<file path="config.mk">
export PLATFORM = sky130hd
export DESIGN_NAME = ctrl_decode_stage_flat
export DESIGN_NICKNAME = d
export VERILOG_FILES = /design/src/rtl/ctrl_decode_stage_if.sv /design/src/rtl/ctrl_decode_stage.sv /design/src/flat_wrapper.sv
export SDC_FILE = /design/constraint.sdc
export NUM_CORES = 1
export LEC_CHECK = 0
export BUFFER_PORTS_ARGS = -buffer_cell sky130_fd_sc_hd__buf_2
export CORE_ASPECT_RATIO = 1.75
export CORE_MARGIN = 2
export CORE_UTILIZATION = 54
export DETAILED_ROUTE_END_ITERATION = 6
export MAX_ROUTING_LAYER = met4
export PLACE_DENSITY = 0.88
export SYNTH_ARGS = -nofsm -noshare
export SYNTH_HDL_FRONTEND = slang
export SYNTH_SLANG_ARGS = --single-unit
export TNS_END_PERCENT = 10
</file>
<file path="constraint.sdc">
create_clock -name clk -period 3.6 [get_ports clk]
set_clock_uncertainty 0.2 [all_clocks]
set_input_delay 0.18 -clock clk [delete_from_list [all_inputs] [get_ports clk]]
set_output_delay 0.18 -clock clk [all_outputs]
set_load 0.02 [all_outputs]
</file>
<file path="src/rtl/ctrl_decode_stage_if.sv">
// ctrl_decode_stage_if: groups the decode stage's bus signals.
//   Upstream (IF/ID side): in_valid, in_instr -> stage; in_ready <- stage;
//                          flush -> stage (redirect squash).
//   Downstream (EX side):  out_valid + control bundle + register fields
//                          <- stage; out_ready -> stage.
//   Status:                bubble_cnt, illegal_cnt <- stage.
// modport slave is the stage's view; modport master is the environment's.
interface ctrl_decode_stage_if #(
    parameter int ALUOP_W = 2,
    parameter int CNT_W   = 8
);
    logic               in_valid;
    logic [31:0]        in_instr;
    logic               in_ready;
    logic               flush;
    logic               out_ready;
    logic               out_valid;
    logic               regwrite;
    logic               regdst;
    logic               alusrc;
    logic               branch;
    logic               bne;
    logic               memwrite;
    logic               memtoreg;
    logic               jump;
    logic               extend;
    logic [1:0]         memsize;
    logic               memunsigned;
    logic [ALUOP_W-1:0] aluop;
    logic [4:0]         rs;
    logic [4:0]         rt;
    logic [4:0]         rd;
    logic [15:0]        imm;
    logic               illegal;
    logic [CNT_W-1:0]   bubble_cnt;
    logic [CNT_W-1:0]   illegal_cnt;

    modport slave (
        input  in_valid, in_instr, flush, out_ready,
        output in_ready, out_valid, regwrite, regdst, alusrc, branch, bne,
               memwrite, memtoreg, jump, extend, memsize, memunsigned, aluop,
               rs, rt, rd, imm, illegal, bubble_cnt, illegal_cnt
    );

    modport master (
        output in_valid, in_instr, flush, out_ready,
        input  in_ready, out_valid, regwrite, regdst, alusrc, branch, bne,
               memwrite, memtoreg, jump, extend, memsize, memunsigned, aluop,
               rs, rt, rd, imm, illegal, bubble_cnt, illegal_cnt
    );
endinterface

</file>
<file path="src/rtl/ctrl_decode_stage.sv">
// ctrl_decode_stage: registered MIPS main-control decode (ID -> ID/EX).
// Decodes op into the control bundle, holds it in an output register with a
// valid/ready handshake, inserts one bubble on a load-use hazard, squashes on
// flush, flags illegal opcodes and counts bubbles / illegal ops (saturating).
// Ports:
//   clk    rising-edge clock
//   reset  synchronous, active-high
//   bus    ctrl_decode_stage_if.slave (handshakes, bundle, counters)
module ctrl_decode_stage #(
    parameter int ALUOP_W    = 2,
    parameter bit EN_SUBWORD = 1'b1,
    parameter int CNT_W      = 8
) (
    input  logic                 clk,
    input  logic                 reset,
    ctrl_decode_stage_if.slave   bus
);

    typedef struct packed {
        logic       regwrite;
        logic       regdst;
        logic       alusrc;
        logic       branch;
        logic       bne;
        logic       memwrite;
        logic       memtoreg;
        logic       jump;
        logic       extend;
        logic [1:0] memsize;
        logic       memunsigned;
        logic [1:0] aluop;
        logic       illegal;
    } ctrl_t;

    logic [5:0]       op;
    logic [4:0]       f_rs;
    logic [4:0]       f_rt;
    ctrl_t            dec;
    logic             use_rs;
    logic             use_rt;
    logic             hazard;
    logic             in_ready;
    logic             take;

    logic             vld_q;
    ctrl_t            ctrl_q;
    logic [4:0]       rs_q;
    logic [4:0]       rt_q;
    logic [4:0]       rd_q;
    logic [15:0]      imm_q;
    logic [CNT_W-1:0] bub_q;
    logic [CNT_W-1:0] ill_q;

    assign op   = bus.in_instr[31:26];
    assign f_rs = bus.in_instr[25:21];
    assign f_rt = bus.in_instr[20:16];

    // Load/store size comes from the low opcode bits: xx11 word, xx01 half,
    // xx00 byte. Unsigned loads (LHU/LBU) are the ones with op[2] set.
    always_comb begin
        dec    = '0;
        use_rs = 1'b0;
        use_rt = 1'b0;
        case (op)
            6'b000000: begin
                dec.regwrite = 1'b1;
                dec.regdst   = 1'b1;
                dec.aluop    = 2'b10;
                use_rs       = 1'b1;
                use_rt       = 1'b1;
            end
            6'b100011, 6'b100001, 6'b100101, 6'b100000, 6'b100100: begin
                dec.regwrite    = 1'b1;
                dec.alusrc      = 1'b1;
                dec.memtoreg    = 1'b1;
                dec.extend      = 1'b1;
                dec.memsize     = (op[1:0] == 2'b11) ? 2'b00 : (op[0] ? 2'b01 : 2'b10);
                dec.memunsigned = op[2];
                use_rs          = 1'b1;
            end
            6'b101011, 6'b101001, 6'b101000: begin
                dec.alusrc   = 1'b1;
                dec.memwrite = 1'b1;
                dec.extend   = 1'b1;
                dec.memsize  = (op[1:0] == 2'b11) ? 2'b00 : (op[0] ? 2'b01 : 2'b10);
                use_rs       = 1'b1;
                use_rt       = 1'b1;
            end
            6'b000100: begin
                dec.branch = 1'b1;
                dec.aluop  = 2'b01;
                dec.extend = 1'b1;
                use_rs     = 1'b1;
                use_rt     = 1'b1;
            end
            6'b000101: begin
                dec.bne    = 1'b1;
                dec.aluop  = 2'b01;
                dec.extend = 1'b1;
                use_rs     = 1'b1;
                use_rt     = 1'b1;
            end
            6'b001000: begin
                dec.regwrite = 1'b1;
                dec.alusrc   = 1'b1;
                dec.extend   = 1'b1;
                use_rs       = 1'b1;
            end
            6'b001101: begin
                dec.regwrite = 1'b1;
                dec.alusrc   = 1'b1;
                dec.aluop    = 2'b11;
                use_rs       = 1'b1;
            end
            6'b000010: begin
                dec.jump = 1'b1;
            end
            default: begin
                dec.illegal = 1'b1;
            end
        endcase
        // Without sub-word support every non-word memory op becomes illegal.
        if (!EN_SUBWORD && (dec.memwrite || dec.memtoreg) && dec.memsize != 2'b00) begin
            dec         = '0;
            dec.illegal = 1'b1;
            use_rs      = 1'b0;
            use_rt      = 1'b0;
        end
    end

    // Load in the output register writing a non-zero rt that the incoming
    // instruction reads: the value is not available to EX in time.
    assign hazard = vld_q && ctrl_q.memtoreg && (rt_q != 5'd0) && bus.in_valid &&
                    ((use_rs && f_rs == rt_q) || (use_rt && f_rt == rt_q));

    assign in_ready = bus.flush | (!hazard && (!vld_q || bus.out_ready));
    assign take     = bus.in_valid && in_ready;

    always_ff @(posedge clk) begin
        if (reset) begin
            vld_q  <= 1'b0;
            ctrl_q <= '0;
            rs_q   <= '0;
            rt_q   <= '0;
            rd_q   <= '0;
            imm_q  <= '0;
            bub_q  <= '0;
            ill_q  <= '0;
        end else if (bus.flush) begin
            vld_q <= 1'b0;
        end else if (hazard) begin
            // Load leaves, input waits one cycle behind a bubble.
            if (bus.out_ready) begin
                vld_q <= 1'b0;
                if (~&bub_q) bub_q <= bub_q + CNT_W'(1);
            end
        end else if (take) begin
            vld_q  <= 1'b1;
            ctrl_q <= dec;
            rs_q   <= f_rs;
            rt_q   <= f_rt;
            rd_q   <= bus.in_instr[15:11];
            imm_q  <= bus.in_instr[15:0];
            if (dec.illegal && ~&ill_q) ill_q <= ill_q + CNT_W'(1);
        end else if (bus.out_ready) begin
            vld_q <= 1'b0;
        end
    end

    assign bus.in_ready    = in_ready;
    assign bus.out_valid   = vld_q;
    assign bus.regwrite    = ctrl_q.regwrite;
    assign bus.regdst      = ctrl_q.regdst;
    assign bus.alusrc      = ctrl_q.alusrc;
    assign bus.branch      = ctrl_q.branch;
    assign bus.bne         = ctrl_q.bne;
    assign bus.memwrite    = ctrl_q.memwrite;
    assign bus.memtoreg    = ctrl_q.memtoreg;
    assign bus.jump        = ctrl_q.jump;
    assign bus.extend      = ctrl_q.extend;
    assign bus.memsize     = ctrl_q.memsize;
    assign bus.memunsigned = ctrl_q.memunsigned;
    assign bus.aluop       = ALUOP_W'(ctrl_q.aluop);
    assign bus.illegal     = ctrl_q.illegal;
    assign bus.rs          = rs_q;
    assign bus.rt          = rt_q;
    assign bus.rd          = rd_q;
    assign bus.imm         = imm_q;
    assign bus.bubble_cnt  = bub_q;
    assign bus.illegal_cnt = ill_q;

endmodule

</file>
<file path="src/flat_wrapper.sv">
// flat-port wrapper written by rule: the top's interface ports become plain ports
module ctrl_decode_stage_flat 
#(
    parameter int ALUOP_W    = 2,
    parameter bit EN_SUBWORD = 1'b1,
    parameter int CNT_W      = 8
)
  (clk, reset, bus_in_valid, bus_in_instr, bus_flush, bus_out_ready, bus_in_ready, bus_out_valid, bus_regwrite, bus_regdst, bus_alusrc, bus_branch, bus_bne, bus_memwrite, bus_memtoreg, bus_jump, bus_extend, bus_memsize, bus_memunsigned, bus_aluop, bus_rs, bus_rt, bus_rd, bus_imm, bus_illegal, bus_bubble_cnt, bus_illegal_cnt);
  ctrl_decode_stage_if #(.ALUOP_W(ALUOP_W), .CNT_W(CNT_W)) bus_i ();
  input  logic clk;
  input  logic reset;
  input wire logic [$bits(bus_i.in_valid)-1:0] bus_in_valid;
  input wire logic [$bits(bus_i.in_instr)-1:0] bus_in_instr;
  input wire logic [$bits(bus_i.flush)-1:0] bus_flush;
  input wire logic [$bits(bus_i.out_ready)-1:0] bus_out_ready;
  output wire logic [$bits(bus_i.in_ready)-1:0] bus_in_ready;
  output wire logic [$bits(bus_i.out_valid)-1:0] bus_out_valid;
  output wire logic [$bits(bus_i.regwrite)-1:0] bus_regwrite;
  output wire logic [$bits(bus_i.regdst)-1:0] bus_regdst;
  output wire logic [$bits(bus_i.alusrc)-1:0] bus_alusrc;
  output wire logic [$bits(bus_i.branch)-1:0] bus_branch;
  output wire logic [$bits(bus_i.bne)-1:0] bus_bne;
  output wire logic [$bits(bus_i.memwrite)-1:0] bus_memwrite;
  output wire logic [$bits(bus_i.memtoreg)-1:0] bus_memtoreg;
  output wire logic [$bits(bus_i.jump)-1:0] bus_jump;
  output wire logic [$bits(bus_i.extend)-1:0] bus_extend;
  output wire logic [$bits(bus_i.memsize)-1:0] bus_memsize;
  output wire logic [$bits(bus_i.memunsigned)-1:0] bus_memunsigned;
  output wire logic [$bits(bus_i.aluop)-1:0] bus_aluop;
  output wire logic [$bits(bus_i.rs)-1:0] bus_rs;
  output wire logic [$bits(bus_i.rt)-1:0] bus_rt;
  output wire logic [$bits(bus_i.rd)-1:0] bus_rd;
  output wire logic [$bits(bus_i.imm)-1:0] bus_imm;
  output wire logic [$bits(bus_i.illegal)-1:0] bus_illegal;
  output wire logic [$bits(bus_i.bubble_cnt)-1:0] bus_bubble_cnt;
  output wire logic [$bits(bus_i.illegal_cnt)-1:0] bus_illegal_cnt;
  assign bus_i.in_valid = bus_in_valid;
  assign bus_i.in_instr = bus_in_instr;
  assign bus_i.flush = bus_flush;
  assign bus_i.out_ready = bus_out_ready;
  assign bus_in_ready = bus_i.in_ready;
  assign bus_out_valid = bus_i.out_valid;
  assign bus_regwrite = bus_i.regwrite;
  assign bus_regdst = bus_i.regdst;
  assign bus_alusrc = bus_i.alusrc;
  assign bus_branch = bus_i.branch;
  assign bus_bne = bus_i.bne;
  assign bus_memwrite = bus_i.memwrite;
  assign bus_memtoreg = bus_i.memtoreg;
  assign bus_jump = bus_i.jump;
  assign bus_extend = bus_i.extend;
  assign bus_memsize = bus_i.memsize;
  assign bus_memunsigned = bus_i.memunsigned;
  assign bus_aluop = bus_i.aluop;
  assign bus_rs = bus_i.rs;
  assign bus_rt = bus_i.rt;
  assign bus_rd = bus_i.rd;
  assign bus_imm = bus_i.imm;
  assign bus_illegal = bus_i.illegal;
  assign bus_bubble_cnt = bus_i.bubble_cnt;
  assign bus_illegal_cnt = bus_i.illegal_cnt;
  ctrl_decode_stage #(.ALUOP_W(ALUOP_W), .EN_SUBWORD(EN_SUBWORD), .CNT_W(CNT_W)) u_core (.clk(clk), .reset(reset), .bus(bus_i));
endmodule
</file>
==> summary.md, run 1 <==
| Metric | Value |
|---|---|
| Std cell rows | `35` |
| Worst setup SP type | `primary input` |
| Top area cells in the synthesized netlist | `dfxtp_1 40%, a21oi_1 7.5%, o21ai_0 7.1%` |
| Max_cap viols | `0` |
| Crit end category | `flop` |
| Crit-path most repeated cell | `dlygate4sd3_1` |
| Worst slew pin tran | `0.908 ns` |
| XOR/XNOR Fraction of Synth Area | `0.0488` |
| CTS Sinks | `58` |
| Final wirelength | `8900 um` |
| Post_cts resized | `0` |
| DRT iter0 DRCs | `182` |
| # hold bufs at CTS | `29` |
| Main combinational cell family by area after synthesis | `simple AND/OR/NAND/NOR gates` |
| Clock root buffer | `clkbuf_8` |
| CTS tree | `built` |
| CTS Buf Count | `9` |
| Worst path required time | `3.70 ns` |
| Via density | `6.01` |
| Synthesis Warnings | `0` |
| Period utilization | `0.849` |
| Area fraction of the dominant cell type after synthesis | `0.404` |
| Slowest stage delay, CP | `0.76 ns` |
| Mapped Nets | `393` |
| CORE AREA | `about 5200 sq um` |
| Htree depth | `3` |
| VDD IR-drop max | `0.312 mV` |
| Tmin final | `3.06 ns` |
| Dpl hpwl | `5190 um` |
| Drt drc | `0` |
| Cell family with most CP delay | `compound AO/OA/AOI/OAI gates` |
| Die area | `5940 sq um` |
| Finished Core Util | `0.745` |
| Total GRT Usage | `0.321` |
| Buffers on Ports | `100` |
| Vias in the first global route | `approximately 3000` |
| Fin. Hold Viols | `0` |
| Syn-to-layout area delta | `35.2%` |
| Cell variety after synth | `49` |
| Worst EP arrival | `around 3.2 ns` |
| Fill cell count | `381` |
| Via count | `around 3200` |
| Maximum buffer depth of the clock tree | `2` |
| Async SR Flop Fraction | `0` |
| Simple-gate share of the synthesized area | `0.232` |
| Crit-path slowest cell | `a41oi_4` |
| Mapped Cells | `approximately 350` |
| Synth Flop Type | `dfxtp_1` |
| Post-synth EDFFs | `0` |
| Ant diodes | `0` |
| Die W | `59.1 um` |
| Cell Area, Synth | `2870 sq um` |
| Seq/Total Area, Yosys | `0.404` |
| First-pass GRT wire length | `14000 um` |
| Antenna violations before repair | `0` |
| Setup Buffers After CTS | `0` |
| DRT antenna net count | `0` |
| Mean Syn Cell Area | `just over 8 sq um` |
| Clk Latency, worst-skew pair | `0.35 ns` |
| Status | `finished, final reports clean` |
| Largest net degree at the start of global routing | `63` |
| Mux contribution to synthesized area | `0.0218` |
| Crit path cell chain | `dlygate4sd3_1, buf_2, inv_1, o2111ai_1, a2111oi_2, a41oi_4, a21oi_1, nor3_1, dlygate4sd3_1` |
| F_max | `327 MHz` |
| Finish-stage setup viols | `0` |
| Crit path buffers/inverters | `4` |
| Static Leak | `1.69 nW` |
| Crit Path Class | `in -> reg` |
| Crit Path Max Fanout | `32` |
| Wire length per cell | `16.9 um` |
| Relative slew slack | `0.393` |
| Nets | `505` |
| PwrDens | `424 nW/um^2` |
| Slew Viols, Final | `0` |
| Area leader, netlist | `dfxtp_1` |
| Layout cells sized above 1 | `0.276` |
| Clk slew on worst S/H paths | `0.07 ns` |
| GRT Residual Overflow | `0` |
| Post-synthesis compound-gate area fraction | `0.221` |
| Fin Setup TNS | `0 ns` |
| Initial Utilization | `0.551` |
| RSZ-0062 raised after global routing | `no` |
| Number of synthesized register bits | `58` |
| Gpl congestion | `0.884` |
| DRT Pass-1 Iters | `4` |
| Hold WC Path Type | `in -> reg` |
| Adder-cell area share of the yosys netlist | `0.00871` |
| Die span in y | `100 um` |
| Boundary Pins | `101` |
where the power goes:
group          internal (W)  switching [W]
Clock              0.000495       0.000265
Sequential         0.000661      0.0000144
Combinational     0.0000872       0.000124
worst min-delay path, cell delays in order:
cell     delay [ns]
buf_2          0.17
nand4_1        0.10
a21oi_1        0.06
cell families (layout without fill, tap and decap cells):
kind of cell / after synthesis / after routing
simple gates: 123 / 123
xor+xnor: 16 / 16
compound gates: 109 / 109
mux: 6 / 6
fa+ha+maj: 2 / 2
buf+inv: 40 / 157
flops: 58 / 58
cells in the final DEF (no fill, tap or decap), drive strengths merged, types with 4 or more instances in the layout:
| cell type | synthesis | layout |
|---|---|---|
| a21oi | 43 | 43 |
| and3 | 4 | 4 |
| buf | 17 | 106 |
| clkbuf | 17 | 11 |
| dfxtp | 58 | 58 |
| dlygate4sd3 | 0 | 29 |
| inv | 5 | 5 |
| mux2i | 4 | 4 |
| nand2 | 18 | 18 |
| nand2b | 8 | 8 |
| nand3 | 37 | 37 |
| nand4 | 8 | 8 |
| nor2 | 14 | 14 |
| nor3 | 9 | 9 |
| nor3b | 4 | 4 |
| o21ai | 43 | 43 |
| or4 | 5 | 5 |
| xnor2 | 5 | 5 |
| xor2 | 11 | 11 |
through the flow:
step | hold WS [ns] | total power [W] | setup WS, ns | std cells | area, sq um
final | 0.0151 | 0.00165 | 0.545 | 526 | 3880
after global routing | 0.0492 | 0.00169 | 0.245 | 526 | 3880
after CTS | 0.00974 | 0.00164 | 0.577 | 526 | 3880
after detailed placement | 0.229 | 0.000869 | 0.864 | 481 | 3340
after global placement | 0.224 | 0.000865 | 0.959 | 481 | 3340
after floorplan | 0.0593 | 0.000807 | 1.23 | 354 | 2870
synthesized netlist by cell type, types with 5 or more instances:
cell type	n
buf_2	12
buf_4	5
xor2_1	11
nand4_1	8
clkbuf_1	17
xnor2_1	5
nor2_1	14
nand3_1	37
nand2b_1	8
inv_1	5
nor3_1	9
o21ai_0	41
a21oi_1	43
dfxtp_1	58
nand2_1	18
layout make-up:
cell class,count,area (sq um),area share
Tap cell,55,68.8,0.0177
Timing Repair Buffer,135,836,0.215
Clock buffer,11,151,0.0390
Inverter,6,22.5,0.00580
Multi-Input combinational cell,256,1540,0.398
Clock inverter,5,100,0.0258
Sequential cell,58,1160,0.299
sequential cells by signal, indices dropped and copies added, names as in the netlist:
signal / flops
u_core.bus.aluop: 2
u_core.bus.alusrc: 1
u_core.bus.bne: 1
u_core.bus.branch: 1
u_core.bus.bubble_cnt: 8
u_core.bus.extend: 1
u_core.bus.illegal: 1
u_core.bus.illegal_cnt: 8
u_core.bus.imm: 15
u_core.bus.jump: 1
u_core.bus.memsize: 2
u_core.bus.memtoreg: 1
u_core.bus.memunsigned: 1
u_core.bus.memwrite: 1
u_core.bus.out_valid: 1
u_core.bus.rd: 1
u_core.bus.regdst: 1
u_core.bus.regwrite: 1
u_core.bus.rs: 5
u_core.bus.rt: 5
routing by layer:
| metal | routed length [um] | up-vias | GRT usage |
|---|---|---|---|
| li1 | - | 1502 | - |
| met1 | 3240 | 1492 | 0.338 |
| met2 | 4950 | 141 | 0.544 |
| met3 | 464 | 25 | 0.0603 |
| met4 | 255 | 0 | 0.182 |
| met5 | 0 | - | - |
final timing paths:
check | start | to | slack [ns] | cells after the start
max reg2reg | u_core.bus.rt[0] | u_core.bus.out_valid | 0.60 | 7
min | bus_in_instr[28] | u_core.bus.branch | 0.02 | 3
max | bus_in_instr[27] | u_core.bus.out_valid | 0.54 | 9
min reg2reg | u_core.bus.memsize[0] | u_core.bus.memsize[0] | 0.26 | 2
Power figures use the tool's default switching activity.
==> run 2, diff against run 1 <==
CORE_UTILIZATION = 45   (was 54)
PLACE_DENSITY = 0.78   (was 0.88)
clock period = 2.6 ns   (was 3.6 ns; I/O delays follow)
==> run 2 against run 1 <==
  * Non-clock buffer count increased by 11
  * Worst setup slack worse by 0.45 ns
  * Sequential share of layout area decreased by 0.69 points
  * Via count is 0.70% lower
  * Combinational power up 45%
  * Clock power grew 3.6%
  * First-iteration DRC count is 36% higher
  * Power grew 23%
  * Final cell count grew 6.7%
  * Largest cell class unchanged
==> summary.md, run 2 (synthesis gave the netlist of run 1 again) <==
| Metric | Value |
|---|---|
| Crit path buffers/inverters | `3 (-1)` |
| Ant diodes | `0 (unchanged)` |
| DRT antenna net count | `0 (unchanged)` |
| Initial Utilization | `0.465 (-0.0865)` |
| Hold slack | `0.0636 ns (+0.0485 ns)` |
| Hold WC Path Type | `in -> reg` |
| CTS tree | `built` |
| Via density | `5.59 (-6.9%)` |
| Slowest stage delay, CP | `0.53 ns (-0.23 ns)` |
| Die span in y | `110 um (+9.2%)` |
| Boundary Pins | `101 (unchanged)` |
| Final wirelength | `8770 um (-1.5%)` |
| Worst flop-to-flop path endpoint | `u_core.bus.bne` |
| Clock root buffer | `clkbuf_8` |
| R2r setup slk | `0.23 ns (-0.37 ns)` |
| Cell family with most CP delay | `buffers and inverters` |
| Maximum buffer depth of the clock tree | `2 (unchanged)` |
| Crit end category | `flop` |
| CTS Sinks | `58 (unchanged)` |
| Worst slew pin tran | `0.628 ns (-0.280 ns)` |
| CORE AREA | `6180 sq um (+19%)` |
| Total GRT Usage | `0.255 (-0.0662)` |
| Wire length per cell | `15.6 um (-7.6%)` |
| Drt drc | `0 (unchanged)` |
| Clk slew on worst S/H paths | `0.06 ns (about the same)` |
| VDD IR-drop max | `0.381 mV (+22%)` |
| GRT Residual Overflow | `0 (unchanged)` |
| Storage cell area | `1160 sq um (unchanged)` |
| Layout cells sized above 1 | `0.287 (+0.0109)` |
| Dpl hpwl | `5760 um (+11%)` |
| Crit Path Class | `in -> reg` |
| RSZ-0062 raised after global routing | `no` |
| Worst path required time | `2.67 ns (-1.03 ns)` |
| Max FFs per register | `15 (unchanged)` |
| Relative slew slack | `0.580 (+0.187)` |
| Fin. Hold Viols | `0 (unchanged)` |
| Largest net degree at the start of global routing | `40 (-37%)` |
| Std cell rows | `38 (+8.6%)` |
| F_max | `399 MHz` |
| Vias in the first global route | `3053 (+0.13%)` |
| Period utilization | `0.965` |
| Area of the multi-input gates | `1570 sq um (+1.9%)` |
| DRT iter0 DRCs | `247 (+36%)` |
| Crit-path slowest cell | `dlygate4sd3_1` |
| Fin Setup TNS | `0 ns (unchanged)` |
| First-pass GRT wire length | `13700 um (-1.9%)` |
| Die area | `7060 sq um (+19%)` |
| R2R cell count | `7 (unchanged)` |
| Via count | `3138 (-0.70%)` |
| Commonest non-fill, non-tap cell in the layout | `buf_2` |
| Hold path cells | `2 (-1)` |
| Worst EP arrival | `2.58 ns (-0.57 ns)` |
| Gpl congestion | `0.941 (+6.5%)` |
| Clk Latency, worst-skew pair | `0.34 ns (about the same)` |
| Overall power | `0.00203 W (+23%)` |
| Status | `finished, final reports clean` |
| Buffers on Ports | `100 (unchanged)` |
| Die W | `64.4 um (+8.9%)` |
| Slew Viols, Final | `0 (unchanged)` |
| Finish-stage setup viols | `0 (unchanged)` |
| PwrDens | `510 nW/um^2 (+20%)` |
| Worst hold start | `reset` |
| Static Leak | `1.71 nW (+1.2%)` |
| Crit Path Max Fanout | `18 (-44%)` |
| Htree depth | `3 (unchanged)` |
| CTS Buf Count | `9 (unchanged)` |
| Finished Core Util | `0.643 (-0.102)` |
| Antenna violations before repair | `0 (unchanged)` |
| Nets | `516 (+2.2%)` |
| Commonest cells after routing, fill and taps aside | `100 x buf_2, 58 x dfxtp_1, 43 x a21oi_1` |
| DRT Pass-1 Iters | `5 (+1)` |
| Worst setup SP type | `primary input` |
| Syn-to-layout area delta | `38.4%` |
| Fill cell count | `527 (+38%)` |
| Hold EP | `u_core.bus.bubble_cnt[7]` |
| Max_cap viols | `0 (unchanged)` |
| Tmin final | `2.51 ns` |
| Crit path cell chain | `dlygate4sd3_1, buf_2, and4b_1, o21ai_2, a2111oi_4, a41oi_4, buf_4, or4_1, a21oi_1` |
| Worst R2R Start | `u_core.bus.rt[1]` |
==> run 2: cell types whose count changed in the layout (fill, tap and decap cells not counted) <==
cell           delta
inv_1             -1
clkbuf_8          +2
o2111ai_4         +1
a2111oi_2         -1
bufinv_16         -3
dlygate4sd3_1     +4
buf_4             +7
inv_2             +1
a2111oi_4         +1
o2111ai_1         -1
==> run 2: metal layers <==
metal	wire, um	up-vias	share of wire	global-route usage
li1	-	1528	-	-
met1	3550	1487	0.41	0.281
met2	4650	110	0.53	0.435
met3	429	13	0.049	0.0461
met4	142	0	0.016	0.134
met5	0	-	0	-
==> run 2: through the flow <==
step                      worst slack (ns)  cell area [sq um]  instances
after global routing               0.00612               3980        561
after global placement               0.266               3420        512
after floorplan                      0.227               2870        354
after detailed placement             0.203               3420        512
after CTS                           0.0202               3950        561
final                               0.0915               3980        561
==> run 2: final cells by class <==
class,instances,share of cell area
clock buffers,13,0.0450
clock inverters,2,0.00252
inverters,6,0.00567
multi-input cells,256,0.396
flip-flops and latches,58,0.292
well taps,80,0.0252
repair buffers,146,0.234
==> run 2: report_power, final <==
part / total [W] / internal [W] / switching [W]
sequential: 0.000935 / 0.000915 / 0.0000194
combinational: 0.000307 / 0.000129 / 0.000179
clock: 0.000787 / 0.000441 / 0.000345
total: 0.00203 / 0.00149 / 0.000543
==> run 2: worst max path at each step <==
stage                     slack [ns]                      from  cells after the start                        to
after detailed placement        0.20          u_core.bus.rt[1]                      7         u_core.bus.imm[4]
after floorplan                 0.23  u_core.bus.bubble_cnt[0]                      7  u_core.bus.bubble_cnt[5]
after global placement          0.27          u_core.bus.rt[1]                      7          u_core.bus.rd[4]
after global routing           0.006          bus_in_instr[30]                      9  u_core.bus.bubble_cnt[7]
after CTS                       0.02          bus_in_instr[30]                      9  u_core.bus.bubble_cnt[7]
final                           0.09          bus_in_instr[30]                      9  u_core.bus.bubble_cnt[7]
==> run 2: timing repair <==
item	CTS	global route
hold buffers	33	0
buffers inserted	1	0
pin swaps	0	1
resized for setup	0	4
endpoints found under the hold margin	31	0
endpoints found under the setup margin	1	31
gates cloned	0	0
